--- config.mk ---
export PLATFORM = sky130hd
export DESIGN_NAME = if_fetch_unit_flat
export DESIGN_NICKNAME = d
export VERILOG_FILES = /design/src/rtl/if_fetch_unit_pkg.sv /design/src/rtl/if_fetch_unit_if.sv /design/src/rtl/if_fetch_unit_pc_register.sv /design/src/rtl/if_fetch_unit.sv /design/src/flat_wrapper.sv
export SDC_FILE = /design/constraint.sdc
export NUM_CORES = 1
export LEC_CHECK = 0
export CORE_ASPECT_RATIO = 2
export CORE_UTILIZATION = 35
export DETAILED_ROUTE_END_ITERATION = 16
export PLACE_DENSITY = 0.67
export SLEW_MARGIN = 10
export SYNTH_ARGS = -nofsm -noshare
export SYNTH_HDL_FRONTEND = slang
export SYNTH_HIERARCHICAL = 1
export SYNTH_SLANG_ARGS = --single-unit
--- constraint.sdc ---
create_clock -name clk -period 3.03 [get_ports clk]
set_clock_uncertainty 0.2 [all_clocks]
set_input_delay 0.303 -clock clk [delete_from_list [all_inputs] [get_ports clk]]
set_output_delay 0.303 -clock clk [all_outputs]
set_load 0.01 [all_outputs]
--- src/rtl/if_fetch_unit_pkg.sv ---
// rtl/if_fetch_unit_pkg.sv - shared types and helpers for the instruction fetch stage
package if_fetch_unit_pkg;

    typedef enum logic [1:0] {
        PC_PLUS4 = 2'd0,
        ALU_OUT  = 2'd1,
        ALU_MOD2 = 2'd2
    } pcmux_sel_t;

    typedef enum logic [1:0] {
        IDLE  = 2'd0,
        FETCH = 2'd1,
        HOLD  = 2'd2,
        DRAIN = 2'd3
    } if_state_t;

    localparam logic [31:0] RV32I_NOP = 32'h0000_0013;

    function automatic logic [31:0] next_pc_f(pcmux_sel_t sel, logic [31:0] pc, logic [31:0] alu);
        logic [31:0] npc;
        case (sel)
            ALU_OUT:  npc = alu;
            ALU_MOD2: npc = {alu[31:1], 1'b0};
            default:  npc = pc + 32'd4;
        endcase
        return npc;
    endfunction

endpackage

--- src/rtl/if_fetch_unit_if.sv ---
// rtl/if_fetch_unit_if.sv - fetch stage bundle: pipeline control, imem handshake, IF/ID outputs
interface if_fetch_unit_if
    import if_fetch_unit_pkg::*;
#(
    parameter int CNT_W = 32
);
    logic             load_buffers;
    pcmux_sel_t       pcmux_sel;
    logic [31:0]      alu_out;
    logic [31:0]      inst_mem_address;
    logic             inst_mem_read;
    logic [31:0]      inst_mem_rdata;
    logic             inst_mem_resp;
    logic             fetch_ready;
    logic [31:0]      if_pc;
    logic [31:0]      if_inst;
    logic             if_valid;
    logic [CNT_W-1:0] squash_count;

    modport master (
        input  load_buffers, pcmux_sel, alu_out, inst_mem_rdata, inst_mem_resp,
        output inst_mem_address, inst_mem_read, fetch_ready, if_pc, if_inst, if_valid, squash_count
    );

    modport slave (
        output load_buffers, pcmux_sel, alu_out, inst_mem_rdata, inst_mem_resp,
        input  inst_mem_address, inst_mem_read, fetch_ready, if_pc, if_inst, if_valid, squash_count
    );
endinterface

--- src/rtl/if_fetch_unit_pc_register.sv ---
// rtl/if_fetch_unit_pc_register.sv - 32-bit program counter with load enable
module if_fetch_unit_pc_register #(
    parameter logic [31:0] RESET_PC = 32'h0000_0060
) (
    input  logic        clk,
    input  logic        rst,
    input  logic        load_i,
    input  logic [31:0] pc_d_i,
    output logic [31:0] pc_o
);
    logic [31:0] pc_q;

    always_ff @(posedge clk or negedge rst) begin
        if (!rst) begin
            pc_q <= RESET_PC;
        end else if (load_i) begin
            pc_q <= pc_d_i;
        end
    end

    assign pc_o = pc_q;
endmodule

--- src/rtl/if_fetch_unit.sv ---
// rtl/if_fetch_unit.sv - IF stage: owns the PC, runs the imem handshake, squashes wrong-path words
module if_fetch_unit
    import if_fetch_unit_pkg::*;
#(
    parameter logic [31:0] RESET_PC = 32'h0000_0060,
    parameter int          CNT_W    = 32
) (
    input  logic          clk,
    input  logic          rst,
    if_fetch_unit_if.master bus
);
    if_state_t        state_q, state_d;
    logic [31:0]      inst_q, inst_d;
    logic [31:0]      drain_addr_q, drain_addr_d;
    logic             squashed_q, squashed_d;
    logic [CNT_W-1:0] squash_q, squash_d;
    logic [31:0]      pc, next_pc;
    logic             pc_load;
    logic             redirect;

    assign redirect = bus.load_buffers && (bus.pcmux_sel != PC_PLUS4);
    assign next_pc  = next_pc_f(bus.pcmux_sel, pc, bus.alu_out);

    if_fetch_unit_pc_register #(.RESET_PC(RESET_PC)) u_pc (
        .clk    (clk),
        .rst    (rst),
        .load_i (pc_load),
        .pc_d_i (next_pc),
        .pc_o   (pc)
    );

    always_ff @(posedge clk or negedge rst) begin
        if (!rst) begin
            state_q      <= IDLE;
            inst_q       <= RV32I_NOP;
            drain_addr_q <= RESET_PC;
            squashed_q   <= 1'b0;
            squash_q     <= '0;
        end else begin
            state_q      <= state_d;
            inst_q       <= inst_d;
            drain_addr_q <= drain_addr_d;
            squashed_q   <= squashed_d;
            squash_q     <= squash_d;
        end
    end

    always_comb begin
        state_d      = state_q;
        inst_d       = inst_q;
        drain_addr_d = drain_addr_q;
        squashed_d   = squashed_q;
        squash_d     = squash_q;
        pc_load      = 1'b0;
        case (state_q)
            IDLE: state_d = FETCH;
            FETCH: begin
                // A response beats a same-cycle advance; the captured word then belongs to a stale pc.
                if (bus.inst_mem_resp) begin
                    inst_d     = bus.inst_mem_rdata;
                    state_d    = HOLD;
                    squashed_d = bus.load_buffers;
                    pc_load    = bus.load_buffers;
                end else if (bus.load_buffers) begin
                    pc_load = 1'b1;
                    if (redirect) begin
                        drain_addr_d = pc;
                        state_d      = DRAIN;
                    end
                end
            end
            HOLD: begin
                if (bus.load_buffers) begin
                    pc_load    = 1'b1;
                    state_d    = FETCH;
                    squashed_d = 1'b0;
                    if (redirect && (squash_q != '1)) begin
                        squash_d = squash_q + CNT_W'(1);
                    end
                end
            end
            DRAIN: begin
                pc_load = bus.load_buffers;
                if (bus.inst_mem_resp) begin
                    state_d = FETCH;
                end
            end
            default: state_d = IDLE;
        endcase
    end

    assign bus.inst_mem_read    = (state_q == FETCH) || (state_q == DRAIN);
    assign bus.inst_mem_address = (state_q == DRAIN) ? drain_addr_q : pc;
    assign bus.fetch_ready      = (state_q == HOLD);
    assign bus.if_pc            = pc;
    assign bus.if_inst          = inst_q;
    assign bus.if_valid         = (state_q == HOLD) && !redirect && !squashed_q;
    assign bus.squash_count     = squash_q;
endmodule

--- src/flat_wrapper.sv ---
// flat-port wrapper written by rule: the top's interface ports become plain ports
module if_fetch_unit_flat import if_fetch_unit_pkg::*;
#(
    parameter logic [31:0] RESET_PC = 32'h0000_0060,
    parameter int          CNT_W    = 32
)
  (clk, rst, bus_load_buffers, bus_pcmux_sel, bus_alu_out, bus_inst_mem_rdata, bus_inst_mem_resp, bus_inst_mem_address, bus_inst_mem_read, bus_fetch_ready, bus_if_pc, bus_if_inst, bus_if_valid, bus_squash_count);
  if_fetch_unit_if #(.CNT_W(CNT_W)) bus_i ();
  input  logic clk;
  input  logic rst;
  input wire logic [$bits(bus_i.load_buffers)-1:0] bus_load_buffers;
  input wire logic [$bits(bus_i.pcmux_sel)-1:0] bus_pcmux_sel;
  input wire logic [$bits(bus_i.alu_out)-1:0] bus_alu_out;
  input wire logic [$bits(bus_i.inst_mem_rdata)-1:0] bus_inst_mem_rdata;
  input wire logic [$bits(bus_i.inst_mem_resp)-1:0] bus_inst_mem_resp;
  output wire logic [$bits(bus_i.inst_mem_address)-1:0] bus_inst_mem_address;
  output wire logic [$bits(bus_i.inst_mem_read)-1:0] bus_inst_mem_read;
  output wire logic [$bits(bus_i.fetch_ready)-1:0] bus_fetch_ready;
  output wire logic [$bits(bus_i.if_pc)-1:0] bus_if_pc;
  output wire logic [$bits(bus_i.if_inst)-1:0] bus_if_inst;
  output wire logic [$bits(bus_i.if_valid)-1:0] bus_if_valid;
  output wire logic [$bits(bus_i.squash_count)-1:0] bus_squash_count;
  assign bus_i.load_buffers = bus_load_buffers;
  assign bus_i.pcmux_sel = bus_pcmux_sel;
  assign bus_i.alu_out = bus_alu_out;
  assign bus_i.inst_mem_rdata = bus_inst_mem_rdata;
  assign bus_i.inst_mem_resp = bus_inst_mem_resp;
  assign bus_inst_mem_address = bus_i.inst_mem_address;
  assign bus_inst_mem_read = bus_i.inst_mem_read;
  assign bus_fetch_ready = bus_i.fetch_ready;
  assign bus_if_pc = bus_i.if_pc;
  assign bus_if_inst = bus_i.if_inst;
  assign bus_if_valid = bus_i.if_valid;
  assign bus_squash_count = bus_i.squash_count;
  if_fetch_unit #(.RESET_PC(RESET_PC), .CNT_W(CNT_W)) u_core (.clk(clk), .rst(rst), .bus(bus_i));
endmodule
# After elaboration in Yosys (flattened, before gate mapping)
# Index checks and enable logic that the tools add are counted.
# W data, S select, Z words.
[word_totals]
rom_bits = 0
output_inout_bits = 131
n_memories = 0
mem_bits_rw = 0
regBits = 131
wordCells = 49
latchBits = 0
[op_classes]
n_div = 0
n_mul = 0
magnitude_cmp = 0
shift = 0
bitwise_logic = 1
muxes = 14
reduce_logical = 15
add_sub_neg = 2
eq_ne = 11
[ops]
columns = ["op", "count"]
rows = [
  ["$pmux W32 S2", 1],
  ["$add A32 B1 Y32 const B", 1],
  ["$add A32 B3 Y32 const B", 1],
  ["$mux W32", 1],
  ["$ne A32 B32 Y1 const B", 1],
  ["$mux W2", 5],
  ["$pmux W2 S4", 1],
  ["$reduce_and A4 Y1", 2],
  ["$eq A2 B2 Y1 const B", 3],
  ["$ne A2 B2 Y1 const B", 3],
  ["$reduce_and A3 Y1", 2],
  ["$eq A2 B1 Y1 const B", 2],
  ["$logic_and A1 B1 Y1", 4],
  ["$mux W1", 4],
  ["$reduce_bool A2 Y1", 2],
  ["$ne A3 B2 Y1 const B", 1],
  ["$ne A3 B3 Y1 const B", 1],
  ["$pmux W1 S3", 1],
  ["$logic_not A1 Y1", 2],
  ["$logic_not A2 Y1", 1],
  ["$pmux W1 S2", 1],
  ["$reduce_and A2 Y1", 1],
  ["$logic_or A1 B1 Y1", 1],
  ["$not A1 Y1", 1],
]

# Logic depth before layout (Yosys ltp)
[depth]
depth_word = 6
depth_mapped = 8

# Cells and area by module
# Netlist, hierarchy kept.
[modules_own_cells]
columns = ["mod", "instances", "area_each_um2", "cells_each"]
rows = [
  ["if_fetch_unit", 1, 5587.9, 501],
  ["if_fetch_unit_pc_register", 1, 1347.5, 68],
]

# Worst setup path before layout
# No wires, ideal clock.
[synth_timing]
path_kind = "register to register"
start = "reg u_core.u_pc.pc_q[5], in the netlist u_core/u_pc/pc_o[5]"
end = "reg u_core.u_pc.pc_q[27], in the netlist u_core/u_pc/pc_o[27]"
path_buffers = 2
setup_slack_ns = 0.833
arrival_time_ns = 1.872
stages_incl_launch_ff = 9
required_time_ns = 2.705
period_less_slack_ns = 2.197
path_cell_list = "dfstp_2 -> and4_1 -> buf_4 -> nand4_4 -> buf_6 -> nor4_4 -> xnor2_1 -> o21ai_1 -> mux2_4"
[synth_between]
elab_chain_len = 2
[synth_lines]
columns = ["item", "line", "rtl"]
rows = [
  ["start: declaration", "if_fetch_unit_pc_register.sv:11", "logic [31:0] pc_q;"],
  ["start signal: assignment", "if_fetch_unit_pc_register.sv:17", "pc_q <= pc_d_i;"],
  ["$add A32 B3 Y32", "if_fetch_unit_pkg.sv:24", "default: npc = pc + 32'd4;"],
  ["$pmux W32 S2", "if_fetch_unit_pkg.sv:21", "case (sel)"],
  ["net u_core.next_pc[27]", "if_fetch_unit.sv:17", "logic [31:0] pc, next_pc;"],
]
# The timed path passes the listed nets, and every way through them passes these cells.
# A chain may end at the register's enable or synchronous reset.

# Final worst setup path
[layout_timing]
start = "reg u_core.state_q[0]"
end = "out bus_inst_mem_address[2]"
[layout_between]
elab_chain_len = 2
[layout_lines]
columns = ["item", "line", "rtl"]
rows = [
  ["start: declaration", "if_fetch_unit.sv:12", "if_state_t state_q, state_d;"],
  ["start signal: assignment", "if_fetch_unit.sv:40", "state_q <= state_d;"],
  ["$eq A2 B2 Y1", "if_fetch_unit.sv:93", "assign bus.inst_mem_address = (state_q == DRAIN) ? drain_addr_q : pc;"],
  ["$mux W32", "if_fetch_unit.sv:93", ""],
  ["end: declaration", "flat_wrapper.sv:16", "output wire logic [$bits(bus_i.inst_mem_address)-1:0] bus_inst_mem_address;"],
]
# No other way between the ends.

==> metrics.md <==
| Metric | Value |
|---|---|
| Reg clk slew, reported paths | 0.06 ns |
| Post-CTS Setup Repair Bufs | 0 |
| Crit Path Class | reg -> out |
| WP data arrival | 2.20 ns |
| Final-layout fill cell count | 1732 |
| Synth Net Count | 644 |
| Utilization after layout | 51.1% |
| Fmax | 370 MHz |
| Gpl congestion | 0.767 |
| Mapped Area | 6940 um^2 |
| Count of non-filler cells in the finished layout | 1050 |
| I/O pin cnt | 201 |
| Status | finished, final reports clean |
| Final Setup Violations | 0 |
| Initial Util | 35.8% |
| CTS tree | built |
| Wire length on met2 | 9990 um |
| Seq/Total Area, Yosys | 47.4% |
| Pin count of the biggest net entering global routing | 60 |
| Most frequent cells in the layout | clkdlybuf4s50_1 (199), dfrtp_1 (124), mux2_2 (98) |
| Syn avg cell area | 12.2 um^2 |
| CP endpoint kind | primary output |
| Warnings from Yosys | 6 |
| Nets | 852 |
| Clock Path Buffers | 2 |
| Tcrit/Tclk final | 89.1% |
| Input/output buffers | 200 |
| Hpwl dp | 13000 um |
| Routed wire per std cell | 17.2 um |
| Hold Fails Final Rpt | 0 |
| Metal3 WL | 948 um |
| Total Routing Usage GR | 18.6% |
| Max-Cap Viols | 0 |
| Global-route wire length before repair | 29100 um |
| Dpl cells | 1016 |
| Data required, critical path | 2.53 ns |
| Max-slew headroom | 61.3% |
| Initial DRC Count | 86 |
| Share of layout cells above drive strength 1 | 26.6% |
| Post-DRT Antenna Nets | 0 |
| Leak pwr | 4.12 nW |
| CTS resizes | 0 |
| Number of flops mapped to enable cells by yosys | 0 |
| Die Height | 201 um |
| PnR Total Power | 8.93 mW |
| Ys async rst share | 100% |
| Worst Setup Start Kind | flop |
| Worst slew pin tran | 0.581 ns |
| Maximum vdd drop | 485 uV |
| Fin. max-slew vios | 0 |
| Via count | 5151 |
| Post-route minimum period | 2.70 ns |
| Slowest stage delay, CP | 0.49 ns |
| Hold Path Class | in -> async |
| Vias in the first global route | 5544 |
| Power Dens Cells | 902 nW/um^2 |
| Hold WS | 0.228 ns |
| Drt pass-1 iters | 4 |
| Gate Count Post-Synth | 569 |
| Setup TNS | 0 ns |
| Crit path cell chain | nand2_2 > buf_4 > mux2_2 > clkdlybuf4s50_1 |
| Top_reg_cell synth | dfrtp_1 |
| Clock Sinks | 131 |
| Site Rows | 72 |
| Worst-Skew Late Latency | 0.42 ns |
| Crit path max fanout | 18 |
| H-tree levels | 4 |
| DR DRC count | 0 |
| RSZ-0062 raised after global routing | no |
| Routed WL | 18100 um |
| CORE AREA | 19400 um^2 |
| CTS buffer count | 17 |
| Post-DR vias/cell | 4.91 |
| Slowest-stage cell, CP | clkdlybuf4s50_1 |
| Initial antenna violation count | 1 |
| Top Metal Used | met4 |
| Die Wd | 102 um |
| Root Buffer | clkbuf_16 |
| Synth unique cells | 43 |
| Post-Route M1 WL | 6680 um |
| Most common cell after layout, fill and taps aside | clkdlybuf4s50_1 |
| Die area | 20400 um^2 |
| Area growth syn-to-layout | 42.8% |
| Total grt overflow | 0 |
| Synthesized flop and latch total | 131 |
==> worst max-delay path, delay by kind of cell (launching register included) <==
family	cells	cell delay (ns)
buffers and inverters	2	0.78
DFF	1	0.48
muxes	1	0.37
and+or+nand+nor	1	0.14
==> synthesized netlist by cell type (3+ instances only) <==
library cell  count  area, um^2
and3_1            9        56.3
and4_1            6        52.6
buf_1             3        11.3
buf_12            3        60.1
buf_2             6        30.0
buf_6             4        45.0
clkbuf_1          8        30.0
dfrtp_1         124        3100
dfstp_2           7         184
ha_1              5        62.6
inv_1            13        48.8
mux2_2           98        1100
mux2_4           30         450
nand2_1          59         221
nand3_1          17        85.1
nand3_2           4        40.0
nand4_1          18         113
nand4_4           4        85.1
nor2_1           17        63.8
nor3_1            9        45.0
nor3_2            6        60.1
nor4_2            6        75.1
o21ai_0          17        85.1
o21ai_1          17        85.1
xnor2_1          49         429
xor2_1            9        78.8
==> final timing paths <==
check,start,end,slack [ns],cells after the start
worst max-delay path,u_core/state_q[0],bus_inst_mem_address[2],0.33,4
worst min-delay path,rst,u_core/bus.if_inst[10],0.23,2
worst max register to register,u_core/u_pc/pc_o[5],u_core/u_pc/pc_o[29],0.53,6
worst min register to register,u_core/drain_addr_q[0],u_core/drain_addr_q[0],0.30,1
max in group asynchronous,rst,u_core/bus.if_inst[1],1.58,3
min in group clk,bus_inst_mem_rdata[2],u_core/bus.if_inst[2],0.30,2
==> layout make-up <==
type	count	area, um^2	area share, %
Multi-Input combinational cell	400	3430	34.7
Sequential cell	131	3290	33.2
Timing Repair Buffer	214	2140	21.6
Clock buffer	21	470	4.75
Tap cell	259	324	3.27
Clock inverter	11	200	2.02
Inverter	13	48.8	0.493
Antenna cell	1	2.50	0.0253
==> state kept, by name (all words and copies together) (netlist names) <==
signal                   count
u_core/bus.if_inst          32
u_core/bus.squash_count     32
u_core/drain_addr_q         32
u_core/u_pc/pc_o            32
u_core/state_q               2
u_core/squashed_q            1
==> repair_timing <==
action / CTS / global route
hold endpoints to repair: 53 / 0
hold buffers: 1 / 0
endpoints found under the setup margin: 0 / 0
==> cells by family (layout without fill, tap and decap cells) <==
kind of cell             after synthesis  count (layout)  synth area share [%]
XOR/XNOR                              58              58                  7.32
other                                  0               1                     0
AO/OA/AOI/OAI                         40              40                  3.12
adder cells (fa/ha/maj)                5               5                 0.902
multiplexers                         129             129                  22.6
flip-flops                           131             131                  47.4
buffers and inverters                 38             259                  3.36
AND/OR/NAND/NOR                      168             168                  15.3
==> report_power, final <==
part           total (mW)  internal (mW)  switching [mW]
registers            2.97           2.36           0.611
logic                3.64           2.28            1.36
clock network        2.32           1.53           0.789
==> layer usage <==
| layer | vias to the layer above | global-route usage [%] |
|---|---|---|
| met5 | - | 0 |
| met4 | 0 | 7.97 |
| met3 | 25 | 4.11 |
| met2 | 144 | 34.5 |
| met1 | 2557 | 19.3 |
| li1 | 2425 | - |
==> per-stage QoR <==
stage | setup slack, ns | instance area (um^2)
floorplan | 0.833 | 6940
global placement | 0.375 | 9220
detailed placement | 0.316 | 9220
CTS | 0.273 | 9900
global route | 0.226 | 9900
finish | 0.330 | 9900
No activity file was read; power rests on OpenSTA's default activity.
